===== config.mk =====
export PLATFORM = sky130hd
export DESIGN_NAME = gpu_text_writer_flat
export DESIGN_NICKNAME = d
export VERILOG_FILES = /design/src/rtl/gpu_text_writer_if.sv /design/src/rtl/gpu_text_writer.sv /design/src/flat_wrapper.sv
export SDC_FILE = /design/constraint.sdc
export NUM_CORES = 1
export LEC_CHECK = 0
export ABC_CLOCK_PERIOD_IN_PS = 6740
export CAP_MARGIN = 10
export CORE_ASPECT_RATIO = 1.1
export CORE_UTILIZATION = 40
export CTS_BUF_LIST = sky130_fd_sc_hd__clkbuf_4 sky130_fd_sc_hd__clkbuf_8
export CTS_CLUSTER_DIAMETER = 40
export DETAILED_ROUTE_END_ITERATION = 8
export PLACE_DENSITY_LB_ADDON = 0.15
export SLEW_MARGIN = 0
export SYNTH_ARGS = -nofsm -noshare
export SYNTH_HDL_FRONTEND = slang
export SYNTH_SLANG_ARGS = --single-unit

===== constraint.sdc =====
create_clock -name CLK_SYS -period 6.74 [get_ports CLK_SYS]
set_input_delay 0.674 -clock CLK_SYS [delete_from_list [all_inputs] [get_ports CLK_SYS]]
set_output_delay 0.674 -clock CLK_SYS [all_outputs]
set_load 0.01 [all_outputs]

===== src/rtl/gpu_text_writer_if.sv =====
// gpu_text_writer_if: character stream in, GPU write bus out
interface gpu_text_writer_if;
  logic [7:0] CHAR_DATA;
  logic       CHAR_VALID;
  logic       CHAR_READY;
  logic       BUSY;
  logic       BUS_CLK;
  logic       BUS_CE;
  logic       BUS_RW;
  logic [7:0] BUS_DATA;
  modport master (
    input  CHAR_DATA, CHAR_VALID,
    output CHAR_READY, BUSY, BUS_CLK, BUS_CE, BUS_RW, BUS_DATA
  );
  modport slave (
    output CHAR_DATA, CHAR_VALID,
    input  CHAR_READY, BUSY, BUS_CLK, BUS_CE, BUS_RW, BUS_DATA
  );
endinterface


===== src/rtl/gpu_text_writer.sv =====
// gpu_text_writer: FIFO-buffered byte stream to text-mode GPU write strobes with generated bus clock
module gpu_text_writer #(
  parameter int FIFO_DEPTH = 16,
  parameter int CLK_DIV    = 2,
  parameter int GAP_CYCLES = 1,
  parameter int CLEAR_WAIT = 4803,
  parameter bit AUTO_CR    = 1'b1
) (
  input logic CLK_SYS,
  input logic RST,
  gpu_text_writer_if.master bus
);
  localparam int AW = $clog2(FIFO_DEPTH);
  localparam int DW = CLK_DIV > 1 ? $clog2(CLK_DIV) : 1;
  localparam int CW = $clog2(GAP_CYCLES > CLEAR_WAIT ? GAP_CYCLES : CLEAR_WAIT) + 1;
  typedef enum logic [1:0] {IDLE, STROBE, GAP, HOLD} state_t;
  state_t        state;
  logic [DW-1:0] div;
  logic          bclk, ce, rw, rdy, pend;
  logic [7:0]    dat;
  logic [CW-1:0] cnt;
  logic [7:0]    mem [FIFO_DEPTH];
  logic [AW-1:0] wp, rp;
  logic [AW:0]   count, count_nxt;
  logic          tick, push, pop, free;
  logic [7:0]    head;
  assign tick      = !bclk && div == DW'(CLK_DIV - 1);
  // a finished GAP/HOLD launches the next byte on the same tick so strobe spacing is exactly 1+GAP
  assign free      = state == IDLE || (cnt == '0 && (state == HOLD || (state == GAP && !pend && dat != 8'h7F)));
  assign push      = bus.CHAR_VALID && rdy;
  assign pop       = tick && free && count != '0;
  assign count_nxt = count + (AW+1)'(push) - (AW+1)'(pop);
  assign head      = mem[rp];
  always_ff @(posedge CLK_SYS or posedge RST)
    if (RST) begin
      div  <= '0;
      bclk <= 1'b0;
    end else if (div == DW'(CLK_DIV - 1)) begin
      div  <= '0;
      bclk <= ~bclk;
    end else begin
      div  <= div + 1'b1;
    end
  always_ff @(posedge CLK_SYS)
    if (push) mem[wp] <= bus.CHAR_DATA;
  always_ff @(posedge CLK_SYS or posedge RST)
    if (RST) begin
      wp    <= '0;
      rp    <= '0;
      count <= '0;
      rdy   <= 1'b0;
    end else begin
      wp    <= wp + AW'(push);
      rp    <= rp + AW'(pop);
      count <= count_nxt;
      rdy   <= count_nxt != (AW+1)'(FIFO_DEPTH);
    end
  always_ff @(posedge CLK_SYS or posedge RST)
    if (RST) begin
      state <= IDLE;
      ce    <= 1'b1;
      rw    <= 1'b1;
      dat   <= '0;
      cnt   <= '0;
      pend  <= 1'b0;
    end else if (tick) begin
      if (state == GAP && cnt == '0 && pend) begin
        pend  <= 1'b0;
        dat   <= 8'h0A;
        ce    <= 1'b0;
        rw    <= 1'b0;
        state <= STROBE;
      end else if (state == STROBE) begin
        ce    <= 1'b1;
        rw    <= 1'b1;
        cnt   <= CW'(GAP_CYCLES - 1);
        state <= GAP;
      end else if ((state == GAP || state == HOLD) && cnt != '0) begin
        cnt   <= cnt - 1'b1;
      end else if (state == GAP && dat == 8'h7F) begin
        cnt   <= CW'(CLEAR_WAIT - 1);
        state <= HOLD;
      end else if (pop) begin
        dat   <= (AUTO_CR && head == 8'h0A) ? 8'h0D : head;
        pend  <= AUTO_CR && head == 8'h0A;
        ce    <= 1'b0;
        rw    <= 1'b0;
        state <= STROBE;
      end else begin
        state <= IDLE;
      end
    end
  assign bus.CHAR_READY = rdy;
  assign bus.BUSY       = count != '0 || state != IDLE || pend;
  assign bus.BUS_CLK    = bclk;
  assign bus.BUS_CE     = ce;
  assign bus.BUS_RW     = rw;
  assign bus.BUS_DATA   = dat;
endmodule


===== src/flat_wrapper.sv =====
// flat-port wrapper written by rule: the top's interface ports become plain ports
module gpu_text_writer_flat 
#(
  parameter int FIFO_DEPTH = 16,
  parameter int CLK_DIV    = 2,
  parameter int GAP_CYCLES = 1,
  parameter int CLEAR_WAIT = 4803,
  parameter bit AUTO_CR    = 1'b1
)
  (CLK_SYS, RST, bus_CHAR_DATA, bus_CHAR_VALID, bus_CHAR_READY, bus_BUSY, bus_BUS_CLK, bus_BUS_CE, bus_BUS_RW, bus_BUS_DATA);
  gpu_text_writer_if bus_i ();
  input logic CLK_SYS;
  input logic RST;
  input wire logic [$bits(bus_i.CHAR_DATA)-1:0] bus_CHAR_DATA;
  input wire logic [$bits(bus_i.CHAR_VALID)-1:0] bus_CHAR_VALID;
  output wire logic [$bits(bus_i.CHAR_READY)-1:0] bus_CHAR_READY;
  output wire logic [$bits(bus_i.BUSY)-1:0] bus_BUSY;
  output wire logic [$bits(bus_i.BUS_CLK)-1:0] bus_BUS_CLK;
  output wire logic [$bits(bus_i.BUS_CE)-1:0] bus_BUS_CE;
  output wire logic [$bits(bus_i.BUS_RW)-1:0] bus_BUS_RW;
  output wire logic [$bits(bus_i.BUS_DATA)-1:0] bus_BUS_DATA;
  assign bus_i.CHAR_DATA = bus_CHAR_DATA;
  assign bus_i.CHAR_VALID = bus_CHAR_VALID;
  assign bus_CHAR_READY = bus_i.CHAR_READY;
  assign bus_BUSY = bus_i.BUSY;
  assign bus_BUS_CLK = bus_i.BUS_CLK;
  assign bus_BUS_CE = bus_i.BUS_CE;
  assign bus_BUS_RW = bus_i.BUS_RW;
  assign bus_BUS_DATA = bus_i.BUS_DATA;
  gpu_text_writer #(.FIFO_DEPTH(FIFO_DEPTH), .CLK_DIV(CLK_DIV), .GAP_CYCLES(GAP_CYCLES), .CLEAR_WAIT(CLEAR_WAIT), .AUTO_CR(AUTO_CR)) u_core (.CLK_SYS(CLK_SYS), .RST(RST), .bus(bus_i));
endmodule

Yosys cells after proc, flatten, opt, wreduce, memory -nomap -nowiden
Memories as Yosys holds them, arrays and structs flattened.
Index checks and enable logic that the tools add are counted.
{ "op_classes": {"addsub": 6, "n_reduce_logical": 30, "n_bitwise": 2, "mux": 27, "eq_ne": 12} }
{ "op_table": {"columns": ["op", "n"], "rows": [
  ["$mux W8", 6],
  ["$mux W14", 3],
  ["$logic_not A14 Y1", 1],
  ["$mux W1", 14],
  ["$reduce_bool A14 Y1", 1],
  ["$sub A14 B1 Y14 const B", 1],
  ["$logic_and A1 B1 Y1", 11],
  ["$add A4 B1 Y4", 2],
  ["$eq A8 B4 Y1 const B", 1],
  ["$eq A8 B7 Y1 const B", 1],
  ["$mux W2", 4],
  ["$ne A8 B7 Y1 const B", 1],
  ["$ne A2 B1 Y1 const B", 3],
  ["$ne A3 B1 Y1 const B", 2],
  ["$reduce_bool A3 Y1", 2],
  ["$add A5 B1 Y5", 1],
  ["$logic_or A1 B1 Y1", 5],
  ["$ne A5 B5 Y1 const B", 1],
  ["$reduce_and A5 Y1", 1],
  ["$reduce_bool A5 Y1", 1],
  ["$sub A5 B1 Y5", 1],
  ["$eq A2 B2 Y1 const B", 2],
  ["$reduce_and A4 Y1", 1],
  ["$reduce_bool A2 Y1", 2],
  ["other kinds (7)", 9]
]} }
{ "word_totals": {"ram_bits": 128, "regBits": 42, "elab_cells": 89, "mem_count": 1} }
{ "mem_list": {"columns": ["memory", "depth", "width", "rd", "rd_ports_with_merged_regs", "wr", "line_no", "text"], "rows": [
  ["u_core.mem", 16, 8, 1, 0, 1, "gpu_text_writer.sv:22", "logic [7:0] mem [FIFO_DEPTH];"]
]} }

Longest topological paths before layout
{ "depth": {"word_depth": 13, "mapped_depth": 15} }

Worst setup path before layout
Ideal clock, no wire load.
{ "synth_path": {"path_kind": "register to register", "startpoint": "reg u_core.cnt[2]", "endpoint": "reg u_core.rdy, in the netlist u_core.bus.CHAR_READY", "t_arrival_ns": 2.847, "setup_ns": 0.129, "path_stages_with_launch": 15, "period_less_slack_ns": 2.976, "n_path_buf": 1, "slack_ns": 3.764, "required_time_ns": 6.611, "cell_sequence": "dfrtp_1 > nor4_4 > nand4_2 > and2_1 > buf_6 > nor3_4 > ha_1 > inv_1 > ha_1 > fa_1 > a21oi_1 > nor2_1 > nor2_1 > xnor2_1 > nand3b_1"} }
{ "synth_via": {"elab_chain_cells": 7} }
{ "synth_rtl": {"columns": ["item", "line_no", "text"], "rows": [
  ["start, declared", "gpu_text_writer.sv:21", "logic [CW-1:0] cnt;"],
  ["start signal, assigned", "gpu_text_writer.sv:76", "cnt <= CW'(GAP_CYCLES - 1);"],
  ["start signal, assigned", "gpu_text_writer.sv:79", "cnt <= cnt - 1'b1;"],
  ["start signal, assigned", "gpu_text_writer.sv:81", "cnt <= CW'(CLEAR_WAIT - 1);"],
  ["$logic_not A14 Y1", "gpu_text_writer.sv:29", "assign free = state == IDLE || (cnt == '0 && (state == HOLD || (state == GAP && !pend && dat != 8'h7F)));"],
  ["$logic_and A1 B1 Y1", "gpu_text_writer.sv:29", null],
  ["$logic_or A1 B1 Y1", "gpu_text_writer.sv:29", null],
  ["$logic_and A1 B1 Y1 (2 in a row)", "gpu_text_writer.sv:31", "assign pop = tick && free && count != '0;"],
  ["$sub A5 B1 Y5", "gpu_text_writer.sv:32", "assign count_nxt = count + (AW+1)'(push) - (AW+1)'(pop);"],
  ["via u_core.count_nxt[4]", "gpu_text_writer.sv:24", "logic [AW:0] count, count_nxt;"],
  ["$ne A5 B5 Y1", "gpu_text_writer.sv:56", "rdy <= count_nxt != (AW+1)'(FIFO_DEPTH);"],
  ["end signal, assigned", "gpu_text_writer.sv:56", null],
  ["end, declared", "gpu_text_writer.sv:19", "logic bclk, ce, rw, rdy, pend;"]
]} }
The timed path passes the listed nets, and every way through them passes these cells.
A chain may end at the register's enable or synchronous reset.

Final worst setup path
{ "layout_path": {"startpoint": "reg u_core.cnt[10]", "endpoint": "reg u_core.rdy, in the netlist u_core.bus.CHAR_READY"} }
The elaborated chain is that of the path after synthesis.

==> impl_summary.md <==
Detailed routing
The routed wirelength normalized by instance count is 19.94 um. In the routed design, unresolved DRC markers number 0. The post-detailed-routing wire length is 13880 um. The residual antenna-violating net count after detailed routing is 0. After detailed routing, the number of vias per cell comes to 5.227. The first-pass iteration count of the detailed router is 4. For this block, the initial DRC count from the detailed router was 179. The routed via count is 3638.

Floorplan
The I/O pin total is 24. For this configuration, the core starts out at a cell density of 41.28%. The die covers 18230 um^2. The overall die height is 141.5 um.

The die boundary width is 128.8 um. The standard cell core area is 17140 um^2. The floorplan has 50 rows.

Critical path
In this design, the largest share of critical-path delay is due to simple AND/OR/NAND/NOR gates. The type of element capturing the critical path is a flip-flop. STA classifies the critical path startpoint as a flip-flop. Along the worst path, the maximum fanout reaches 11. The maximum single-stage delay on the critical path is 440 ps. The data required time at the worst endpoint is 7060 ps.

Together, buffers and inverters on the worst path number 1. The worst setup slack for register-to-register paths is 3370 ps. The startpoint of the most critical register-to-register path is u_core.cnt[10]$_DFFE_PP0P_. The signal on the critical path passes through nor4_1 -> nand4_2 -> and2_1 -> nor3_4 -> ha_1 -> inv_1 -> ha_1 -> fa_1 -> a21oi_1 -> nor2_1 -> nor2_1 -> xnor2_1 -> nand3b_1. The cell type of the slowest stage on the worst timing path is sky130_fd_sc_hd__dfrtp_1. The worst register-to-register path ends at u_core.bus.CHAR_READY$_DFF_PP0_.

The type of the worst setup path is flip-flop to flip-flop. STA puts the critical path data arrival time at 3690 ps. The number of cells traversed by the worst register-to-register path is 13.

STA
On the final layout, the worst hold slack is 491.8 ps. The final number of max-transition violations is 0. In the finished design, the share of the clock period the worst path needs comes to 49.99%.

The hold violation total from the final report is 0. The clock skew after layout is 13.48 ps. The fmax is 296.8 MHz. The routed design could run at a clock period as short as 3370 ps.

Setup violations remaining at the end of the flow were counted as 0. In this run the tightest slew margin relative to its limit is 35.63%. Setup repair after global routing left no endpoint under its margin. For the pin with the worst max-slew slack, the measured transition is 962.0 ps.

The sum of negative setup slack is 0 ps.

Layout
The number of inserted diodes is 0. The area taken by flip-flops and latches is 4898 um^2. The post-synthesis to final-layout area growth is 12.23%. Once layout is done, the placed cells without fillers occupy 7943 um^2.

In the final layout, the multi-input gates occupy 2021 um^2. The count of fill cells added during filler insertion is 1488. The count of nets after finishing is 475. Cells with a size suffix above 1 make up 16.67% of the layout.

Clock tree
Once the clock tree was built, the setup fixing pass inserted 0 buffers. The clock tree synthesis step divided the H-tree into 4 levels. In this run the deepest clock path goes through 2 buffers. The number of CTS-inserted buffers is 17. Buffers inserted to repair hold after CTS numbered 0. The clock reaches the later pin of the worst-skew pair after 450 ps. Clock tree synthesis found a total of 170 sinks. The clock root buffer is sky130_fd_sc_hd__clkbuf_8. After clock tree synthesis, the clock-pin slew on the worst setup and hold paths is 90 ps. TritonCTS built the clock tree.

In this run, post-CTS repair resized a total of 0 instances.

Placement
The quantity of I/O buffers inserted on ports is 23. The placer congestion estimate is 0.8044. The estimated wirelength of the detail-placed design is 9216 um.

Once placement finished, the instance area stood at 7528 um^2.

Power and ir drop
In this run the power density over the cells is 440.3 nW/um^2. The static leakage is 0.002767 uW. Across the VDD grid, the largest voltage drop is 176.6 uV.

Global route
The overflow left after global routing is 0. Global routing used 16.73% of the available tracks across all layers. The maximum number of pins on one net before global-route repair is 43. The via count of the first global-routing pass is 3819.

The initial antenna violation count is 0. The first global-routing pass estimated 22000 um of wire.

Worst hold path
The type of the tightest min-delay check is flip-flop to flip-flop. The startpoint identified for the worst hold timing path is u_core.div$_DFF_PP0_. For hold timing, the worst endpoint is u_core.div$_DFF_PP0_. Along the worst hold path, the cell count comes to 1.

Logic synthesis
The share of the synthesized area in the top cell type is 54.31%. Yosys mapped a number of flops with a built-in enable equal to 128. The synthesized area divided by synthesized cell count is 16.77 um^2. The share of async-settable or async-resettable flops after synthesis is 24.71%. After synthesis the cells add up to 7077 um^2. The number of nets produced by synthesis is 445.

The synthesis warning total is 0. In this run, distinct cell masters in the synthesized netlist total 53. Sorting the synthesized cells by area gives the leading types as sky130_fd_sc_hd__edfxtp_1 54%, sky130_fd_sc_hd__dfrtp_1 14%, sky130_fd_sc_hd__mux4_2 8.0%. The library cell occupying the most area in the post-synthesis netlist is sky130_fd_sc_hd__edfxtp_1. The cell count after synthesis came out at 422. In the synthesized netlist the dominant register cell turns out to be sky130_fd_sc_hd__edfxtp_1.

The count of state elements after synthesis is 170. For this run, the register share of the synthesized area comes to 69.18%.

Job
The max-capacitance violation count is 0.

Status
The run finished with clean final reports.
-- worst max path at each step --
| stage | from | endpoint | slack [ps] | cells past startpoint |
|---|---|---|---|---|
| floorplan | u_core.cnt[2]$_DFFE_PP0P_ | u_core.bus.CHAR_READY$_DFF_PP0_ | 3760 | 14 |
| global placement | u_core.cnt[11]$_DFFE_PP0P_ | u_core.bus.CHAR_READY$_DFF_PP0_ | 3520 | 13 |
| detailed placement | u_core.cnt[10]$_DFFE_PP0P_ | u_core.bus.CHAR_READY$_DFF_PP0_ | 3380 | 13 |
| CTS | u_core.cnt[10]$_DFFE_PP0P_ | u_core.bus.CHAR_READY$_DFF_PP0_ | 3350 | 13 |
| global route | u_core.cnt[10]$_DFFE_PP0P_ | u_core.bus.CHAR_READY$_DFF_PP0_ | 3070 | 13 |
| finish | u_core.cnt[10]$_DFFE_PP0P_ | u_core.bus.CHAR_READY$_DFF_PP0_ | 3370 | 13 |
-- metrics by stage --
step	power, uW	setup WS, ps	utilization, %	std cells
finish	3497	3370	46.34	696
global route	3720	3072	46.34	696
CTS	3543	3352	46.31	695
detailed placement	2788	3381	43.92	666
global placement	2762	3522	43.92	666
floorplan	2424	3764	-	422
-- flip-flops by register name (all words and copies together), names as in the netlist --
| signal | cells |
|---|---|
| u_core.bus.BUS_CE | 1 |
| u_core.bus.BUS_CLK | 1 |
| u_core.bus.BUS_DATA | 8 |
| u_core.bus.CHAR_READY | 1 |
| u_core.cnt | 14 |
| u_core.count | 5 |
| u_core.div | 1 |
| u_core.mem | 128 |
| u_core.pend | 1 |
| u_core.rp | 4 |
| u_core.state | 2 |
| u_core.wp | 4 |
-- cell families (layout without fill, tap and decap cells) --
family / after synthesis / count (layout) / share of synthesized area, %
flops: 170 / 170 / 69.18
simple gates: 107 / 107 / 7.992
compound gates: 54 / 54 / 5.729
mux: 32 / 32 / 10.56
buf+inv: 31 / 71 / 2.334
xor+xnor: 16 / 16 / 1.980
fa+ha+maj: 12 / 12 / 2.228
-- cells in the mapped netlist (all sizes together) (2+ instances only) --
cell / number
nand2b: 4
clkbuf: 5
dfrtp: 41
a21oi: 9
a221o: 2
a211oi: 2
edfxtp: 128
a31oi: 3
nand2: 17
nor3: 14
o21ai: 4
or2: 5
mux4: 32
or3: 3
nor4: 11
a22o: 9
o22a: 3
o2bb2ai: 2
a21o: 2
nor2b: 4
o21bai: 2
ha: 11
xnor2: 11
a22oi: 12
and2: 2
buf: 13
nor2: 35
xor2: 5
nand4: 2
nand3: 5
inv: 13
-- layer usage --
layer | wire [um] | GRT usage, %
met5 | 0 | 0
met4 | 160 | 5.635
met3 | 328 | 3.846
met2 | 7256 | 28.68
met1 | 6135 | 20.82
-- power by group --
| group | switching (uW) | leakage [uW] | total (uW) | internal [uW] |
|---|---|---|---|---|
| clock network | 357 | 0.000202 | 754 | 398 |
| registers | 182 | 0.00166 | 1520 | 1340 |
| logic | 660 | 0.000907 | 1220 | 563 |
| total | 1200 | 0.00277 | 3500 | 2300 |
-- placed cells by master (no fill, tap or decap), types with 4 or more instances in the layout --
| cell | instances |
|---|---|
| sky130_fd_sc_hd__a21oi_1 | 9 |
| sky130_fd_sc_hd__a22o_1 | 9 |
| sky130_fd_sc_hd__a22oi_1 | 12 |
| sky130_fd_sc_hd__buf_4 | 5 |
| sky130_fd_sc_hd__bufinv_16 | 4 |
| sky130_fd_sc_hd__clkbuf_8 | 17 |
| sky130_fd_sc_hd__clkdlybuf4s50_1 | 23 |
| sky130_fd_sc_hd__dfrtp_1 | 39 |
| sky130_fd_sc_hd__edfxtp_1 | 128 |
| sky130_fd_sc_hd__ha_1 | 11 |
| sky130_fd_sc_hd__inv_1 | 12 |
| sky130_fd_sc_hd__mux4_1 | 7 |
| sky130_fd_sc_hd__mux4_2 | 25 |
| sky130_fd_sc_hd__nand2_1 | 17 |
| sky130_fd_sc_hd__nand2b_1 | 4 |
| sky130_fd_sc_hd__nand3_1 | 5 |
| sky130_fd_sc_hd__nor2_1 | 35 |
| sky130_fd_sc_hd__nor2b_1 | 4 |
| sky130_fd_sc_hd__nor3_1 | 11 |
| sky130_fd_sc_hd__nor4_1 | 10 |
| sky130_fd_sc_hd__or2_2 | 5 |
| sky130_fd_sc_hd__xnor2_1 | 11 |
| sky130_fd_sc_hd__xor2_1 | 5 |
-- area by class of cell --
cell class	count	area share (%)
Clock inverter	12	2.205
Timing Repair Buffer	29	3.434
Clock buffer	17	2.946
Tap cell	234	3.686
Inverter	13	0.6144
Sequential cell	170	61.67
Multi-Input combinational cell	221	25.44
(Power assumes the default switching activity.)
==> variant 1 (same flow settings) <==
`FIFO_DEPTH` is set to 16 in 2 places; all go to 32.
--- a/src/rtl/gpu_text_writer.sv
+++ b/src/rtl/gpu_text_writer.sv
@@ -1,6 +1,6 @@
 // gpu_text_writer: FIFO-buffered byte stream to text-mode GPU write strobes with generated bus clock
 module gpu_text_writer #(
-  parameter int FIFO_DEPTH = 16,
+  parameter int FIFO_DEPTH = 32,
   parameter int CLK_DIV    = 2,
   parameter int GAP_CYCLES = 1,
   parameter int CLEAR_WAIT = 4803,
--- a/src/flat_wrapper.sv
+++ b/src/flat_wrapper.sv
@@ -1,7 +1,7 @@
 // flat-port wrapper written by rule: the top's interface ports become plain ports
 module gpu_text_writer_flat 
 #(
-  parameter int FIFO_DEPTH = 16,
+  parameter int FIFO_DEPTH = 32,
   parameter int CLK_DIV    = 2,
   parameter int GAP_CYCLES = 1,
   parameter int CLEAR_WAIT = 4803,
Formal check against the unedited RTL: same outputs for any inputs over 10 cycles, from zero or initial values and one cycle with RST high; that may be too few to reach the edited logic, so the function may still have changed.
==> variant 1 against the original RTL <==
Cell area grew 78%. Clock skew increased by 0.00054 ns. Total power increased by 76%. Setup slack worse by 0.79 ns. Synthesized cell count up 70%. Synthesized area up 74%. Sequential cell count increased by 131. Wire length is 110% higher. Critical endpoint unchanged.
==> variant 1: results (changes against the original RTL) <==
synthesis:
  ys.warnings.count: 0  # unchanged
  ys_async_sr_fraction_pct: 14.95  # was 24.71%
  synth_nets: 742  # was 445
  synth.top_cells.by_count: "edfxtp_1, nor2_1, mux2i_1"  # was edfxtp_1, dfrtp_1, nor2_1
  ys_types: 63  # was 53
  synth_edf_count: 256  # was 128
  avgSynthCellArea_um2: 17.21  # was 16.77 um^2
  yosysSeqAreaShare_pct: 71.43  # was 69.18%
  yosys-top-cells-area: "edfxtp_1, dfrtp_1, mux4_2"  # unchanged
cts:
  cts_made_buffers: 54  # was 17
  clock_path_buffers: 3  # was 2
  cts_setup_buffers: 0  # unchanged
  h-tree-depth: 2  # was 4
  clkTransAtPathRegs_ns: 0.05  # was 0.09 ns
  post_cts_resized: 0  # unchanged
  clock_latency_ns: 0.56  # was 0.45 ns
  cts_root_buf: "clkbuf_8"  # unchanged
critical_path:
  r2r_start: "u_core.cnt[0]"  # was u_core.cnt[10]
  cp_max_fo: 8  # was 11
  regToRegSetupSlack_ns: 2.58  # was 3.37 ns
  ff2ff_path_depth: 16  # was 13
  worstPathArrival_ns: 4.60  # was 3.69 ns
  r2r_end: "u_core.bus.CHAR_READY"  # unchanged
pwr:
  leakage_nw: 4.961  # was 2.767 nW
  p_int_mw: 4.067  # was 2.298 mW
  vdd_drop_max_mv: 0.1988  # was 0.1766 mV
placed_design:
  hpwl_um: 18730  # was 9216 um
  globalplace.congestion: 0.8835  # was 0.8044
  dp.cells: 1133  # was 666
  dpl_cell_area_mm2: 0.01299  # was 0.007528 mm^2
  numPortBuffers: 23  # unchanged
grt:
  grt_max_degree: 49  # was 43
  antenna_found_initial: 1  # was 0
  grt_usage_pct: 19.26  # was 16.73%
  grt_pass1_vias: 6862  # was 3819
  grt_pass1_wl_um: 43910  # was 22000 um
timing:
  drv_slew: 0  # unchanged
  finClkSkew_ns: 0.01402  # was 0.01348 ns
  maxSlewHeadroom_pct: 19.85  # was 35.63%
routing:
  drtIter0Drc: 647  # was 179
  dr_total_vias: 6675  # was 3638
  wl_per_cell_um: 23.81  # was 19.94 um
  viasPerCell: 5.409  # was 5.227
  drt_first_pass_iters: 5  # was 4
outcome:
  status: "completed"  # unchanged
layout:
  regMostFlops: "u_core.mem"  # unchanged
  largest_register_ffs: 256  # was 128
  drive_gt1_share_pct: 18.17  # was 16.67%
  nNetsFinal: 802  # was 475
  n_antenna_cell: 0  # unchanged
hold_path:
  hold_path_class: "reg2reg"  # unchanged
  hold_start: "u_core.div"  # unchanged
[variant 1: changes by cell type after synthesis, moves of 8 or more]
cell and delta:
a221oi_1 +9, buf_4 +8, edfxtp_1 +128, inv_1 +11
mux2i_1 +56, mux4_2 +8, nor2_1 +27
[variant 1: worst max path at each step]
stage                        from               endpoint  slack, ns  depth (start not counted)
detailed placement  u_core.cnt[0]  u_core.bus.CHAR_READY       2.59                         16
floorplan           u_core.cnt[0]  u_core.bus.CHAR_READY       3.02                         17
global route        u_core.cnt[0]  u_core.bus.CHAR_READY       2.28                         19
finish              u_core.cnt[0]  u_core.bus.CHAR_READY       2.58                         16
CTS                 u_core.cnt[0]  u_core.bus.CHAR_READY       2.58                         16
global placement    u_core.cnt[0]  u_core.bus.CHAR_READY       2.65                         16
[variant 1: layout make-up]
type                            count  area (um^2)
Multi-Input combinational cell    358         3243
Inverter                           26        97.59
Sequential cell                   301         8820
Timing Repair Buffer               36        352.8
Clock buffer                       75        913.4
Clock inverter                     24        182.7
Tap cell                          414        518.0
Fill cell                        2656        16300
[variant 1: power by group through the flow]
stage	sequential, mW	clock, mW	combinational (mW)
floorplan	2.40	0	1.43
global placement	2.59	0	1.85
detailed placement	2.61	0	1.89
CTS	2.57	1.75	1.90
global route	2.60	1.83	2.04
finish	2.57	1.71	1.89
[variant 1: cells by family after synthesis]
family / share of synthesized area (%)
fa+ha+maj: 1.480
buf+inv: 2.291
xor+xnor: 1.207
mux: 12.79
simple gates: 6.012
flops: 71.43
compound gates: 4.796
[variant 1: worst max-delay path, cell delays in order (launching register included)]
cell and delay, ns:
dfrtp_1 0.42, inv_1 0.07, ha_1 0.17, nor4b_4 0.26, nand4_2 0.19, o31a_1 0.37
or4b_1 0.69, inv_1 0.23, ha_1 0.26, inv_1 0.05, ha_1 0.15, inv_1 0.06
fa_1 0.49, inv_1 0.05, or3_1 0.37, nor3_1 0.14, nand2_1 0.07
[variant 1: routing by layer]
layer | global-route usage, % | share of wire (%) | vias to the layer above
met5 | 0 | 0 | -
met4 | 5.982 | 2.1 | 0
met3 | 4.105 | 5.8 | 29
met2 | 31.84 | 50 | 212
met1 | 25.57 | 43 | 3471
li1 | - | - | 2963
[variant 1: metrics by stage]
stage	worst slack [ns]	utilization, %	hold WS (ns)
floorplan	3.024	-	0.4521
global placement	2.655	42.69	0.4697
detailed placement	2.590	42.69	0.4889
CTS	2.579	46.29	0.5037
global route	2.277	46.42	0.5451
finish	2.582	46.42	0.4920
==> variant 2 (same flow settings) <==
Made on the original files. The 4 states of `state_t` get a one-hot encoding in 4 bits.
--- a/src/rtl/gpu_text_writer.sv
+++ b/src/rtl/gpu_text_writer.sv
@@ -13,7 +13,7 @@
   localparam int AW = $clog2(FIFO_DEPTH);
   localparam int DW = CLK_DIV > 1 ? $clog2(CLK_DIV) : 1;
   localparam int CW = $clog2(GAP_CYCLES > CLEAR_WAIT ? GAP_CYCLES : CLEAR_WAIT) + 1;
-  typedef enum logic [1:0] {IDLE, STROBE, GAP, HOLD} state_t;
+  typedef enum logic [3:0] {IDLE = 4'b0001, STROBE = 4'b0010, GAP = 4'b0100, HOLD = 4'b1000} state_t;
   state_t        state;
   logic [DW-1:0] div;
   logic          bclk, ce, rw, rdy, pend;
Function: no difference found for any inputs over 10 cycles, from zero or initial values and one cycle with RST high; not proved beyond that.
==> variant 2 against the original RTL <==
Utilization down 0.53 points. Sequential share of layout area down 0.99 points. Total power down 1.7%. Cell area up 2.7%. Count of clock-buffer cells in the layout up 2. Synthesized area up 3.7%. Wire length up 6.3%. Via count up 9.0%. Cell count up 5.2%. Setup slack worse by 0.19 ns. Sequential cell count up 2. Critical path type unchanged.
==> variant 2: results (changes against the original RTL) <==
grt:
  grt_usage_pct: 16.88  # was 16.73%
  grt_pass1_vias: 4133  # was 3819
  grt_pass1_wl_um: 23270  # was 22000 um
  grt_max_degree: 45  # was 43
synthesis:
  ys_types: 66  # was 53
  ys_async_sr_fraction_pct: 25.58  # was 24.71%
  yosys-top-cells-area: "edfxtp_1, dfrtp_1, mux4_2"  # unchanged
  synth_nets: 479  # was 445
  yosysSeqAreaShare_pct: 67.43  # was 69.18%
  synth.top_cells.by_count: "edfxtp_1, dfrtp_1, mux4_2, nor2_1, nand2_1"  # was edfxtp_1, dfrtp_1, nor2_1
critical_path:
  worst_path_max_delay_cell: "fa_1"  # was dfrtp_1
  worstPathArrival_ns: 3.89  # was 3.69 ns
  cp_max_fo: 10  # was 11
  slowest_delay_ns: 0.50  # was 0.44 ns
pwr:
  vdd_drop_max_mv: 0.1528  # was 0.1766 mV
  leakage_nw: 2.800  # was 2.767 nW
  power.switching_mw: 1.191  # was 1.199 mW
cts:
  cts_root_buf: "clkbuf_8"  # unchanged
layout:
  nNetsFinal: 504  # was 475
  drive_gt1_share_pct: 17.81  # was 16.67%
  nFillCells: 1547  # was 1488
routing:
  drt_first_pass_iters: 4  # unchanged
  routed_wl_um: 14750  # was 13880 um
  viasPerCell: 5.419  # was 5.227
  drtIter0Drc: 282  # was 179
timing:
  finClkSkew_ns: 0.01167  # was 0.01348 ns
  worst_pin_slew_ns: 1.186  # was 0.9620 ns
placed_design:
  hpwl_um: 9867  # was 9216 um
  place_ws_ns: 3.200  # was 3.381 ns
outcome:
  status: "completed"  # unchanged
hold_path:
  worstHoldPathCells: 2  # was 1
## variant 2: cell types whose count changed after synthesis, moves of 4 or more
cell,delta
xnor2_1,-6
mux4_1,-7
nand3_1,+6
nor4_1,-7
o21ai_1,+11
or2_2,-4
nand2_1,+5
mux4_2,+9
## variant 2: cell type report
class	instances	area, um^2	share of cell area (%)
clock buffer	19	249.0	3.053
inverter	17	63.81	0.7824
tap	238	297.8	3.651
clock inverter	13	137.6	1.688
multi-input combinational	247	2206	27.05
sequential	172	4949	60.68
timing repair buffer	26	252.7	3.099
## variant 2: power groups by stage
stage / Combinational (mW) / Clock, mW / Sequential [mW]
5_1_grt: 1.33 / 0.770 / 1.56
3_5_place_dp: 1.21 / 0 / 1.55
2_1_floorplan: 0.933 / 0 / 1.48
4_1_cts: 1.22 / 0.733 / 1.53
3_3_place_gp: 1.19 / 0 / 1.54
6_report: 1.20 / 0.709 / 1.53
## variant 2: final timing paths
check	startpoint	to	slack [ns]
setup / recovery	u_core.count[2]	u_core.bus.CHAR_READY	3.18
hold / removal	u_core.bus.BUS_CE	u_core.bus.BUS_CE	0.51
setup reg to reg	u_core.count[2]	u_core.bus.CHAR_READY	3.18
hold reg to reg	u_core.bus.BUS_CE	u_core.bus.BUS_CE	0.51
max in group asynchronous	RST	u_core.rp[0]	5.34
min in group asynchronous	RST	u_core.cnt[12]	0.74
## variant 2: worst max-delay path, delay by kind of cell, from the launching register on
family          cells  cell delay [ns]
fa+ha+maj           4             1.16
simple gates        4             1.08
buf+inv             5             0.56
flops               1             0.41
compound gates      1             0.22
## variant 2: metal layers
metal	wire length (um)	vias to the layer above	track usage, %
met3	460	22	3.330
met1	6424	2056	20.70
met5	0	-	0
li1	-	1819	-
met2	7616	70	29.54
met4	253	0	6.749
## variant 2: cell families (layout without fill, tap and decap cells)
logic type | Yosys count | in the layout | synth area share (%)
flops | 172 | 172 | 67.43
simple gates | 119 | 119 | 8.800
compound gates | 72 | 72 | 7.282
buf+inv | 37 | 75 | 2.711
mux | 34 | 34 | 10.44
fa+ha+maj | 12 | 12 | 2.149
xor+xnor | 10 | 10 | 1.194
## variant 2: stage by stage
stage / hold slack, ns / area [um^2] / total power, mW / util [%] / instances
finish: 0.5093 / 8155 / 3.437 / 45.81 / 732
global route: 0.5443 / 8155 / 3.655 / 45.81 / 732
global placement: 0.4690 / 7769 / 2.736 / 43.64 / 700
floorplan: 0.4481 / 7337 / 2.415 / - / 456
detailed placement: 0.5010 / 7769 / 2.767 / 43.64 / 700
CTS: 0.5206 / 8155 / 3.480 / 45.81 / 732
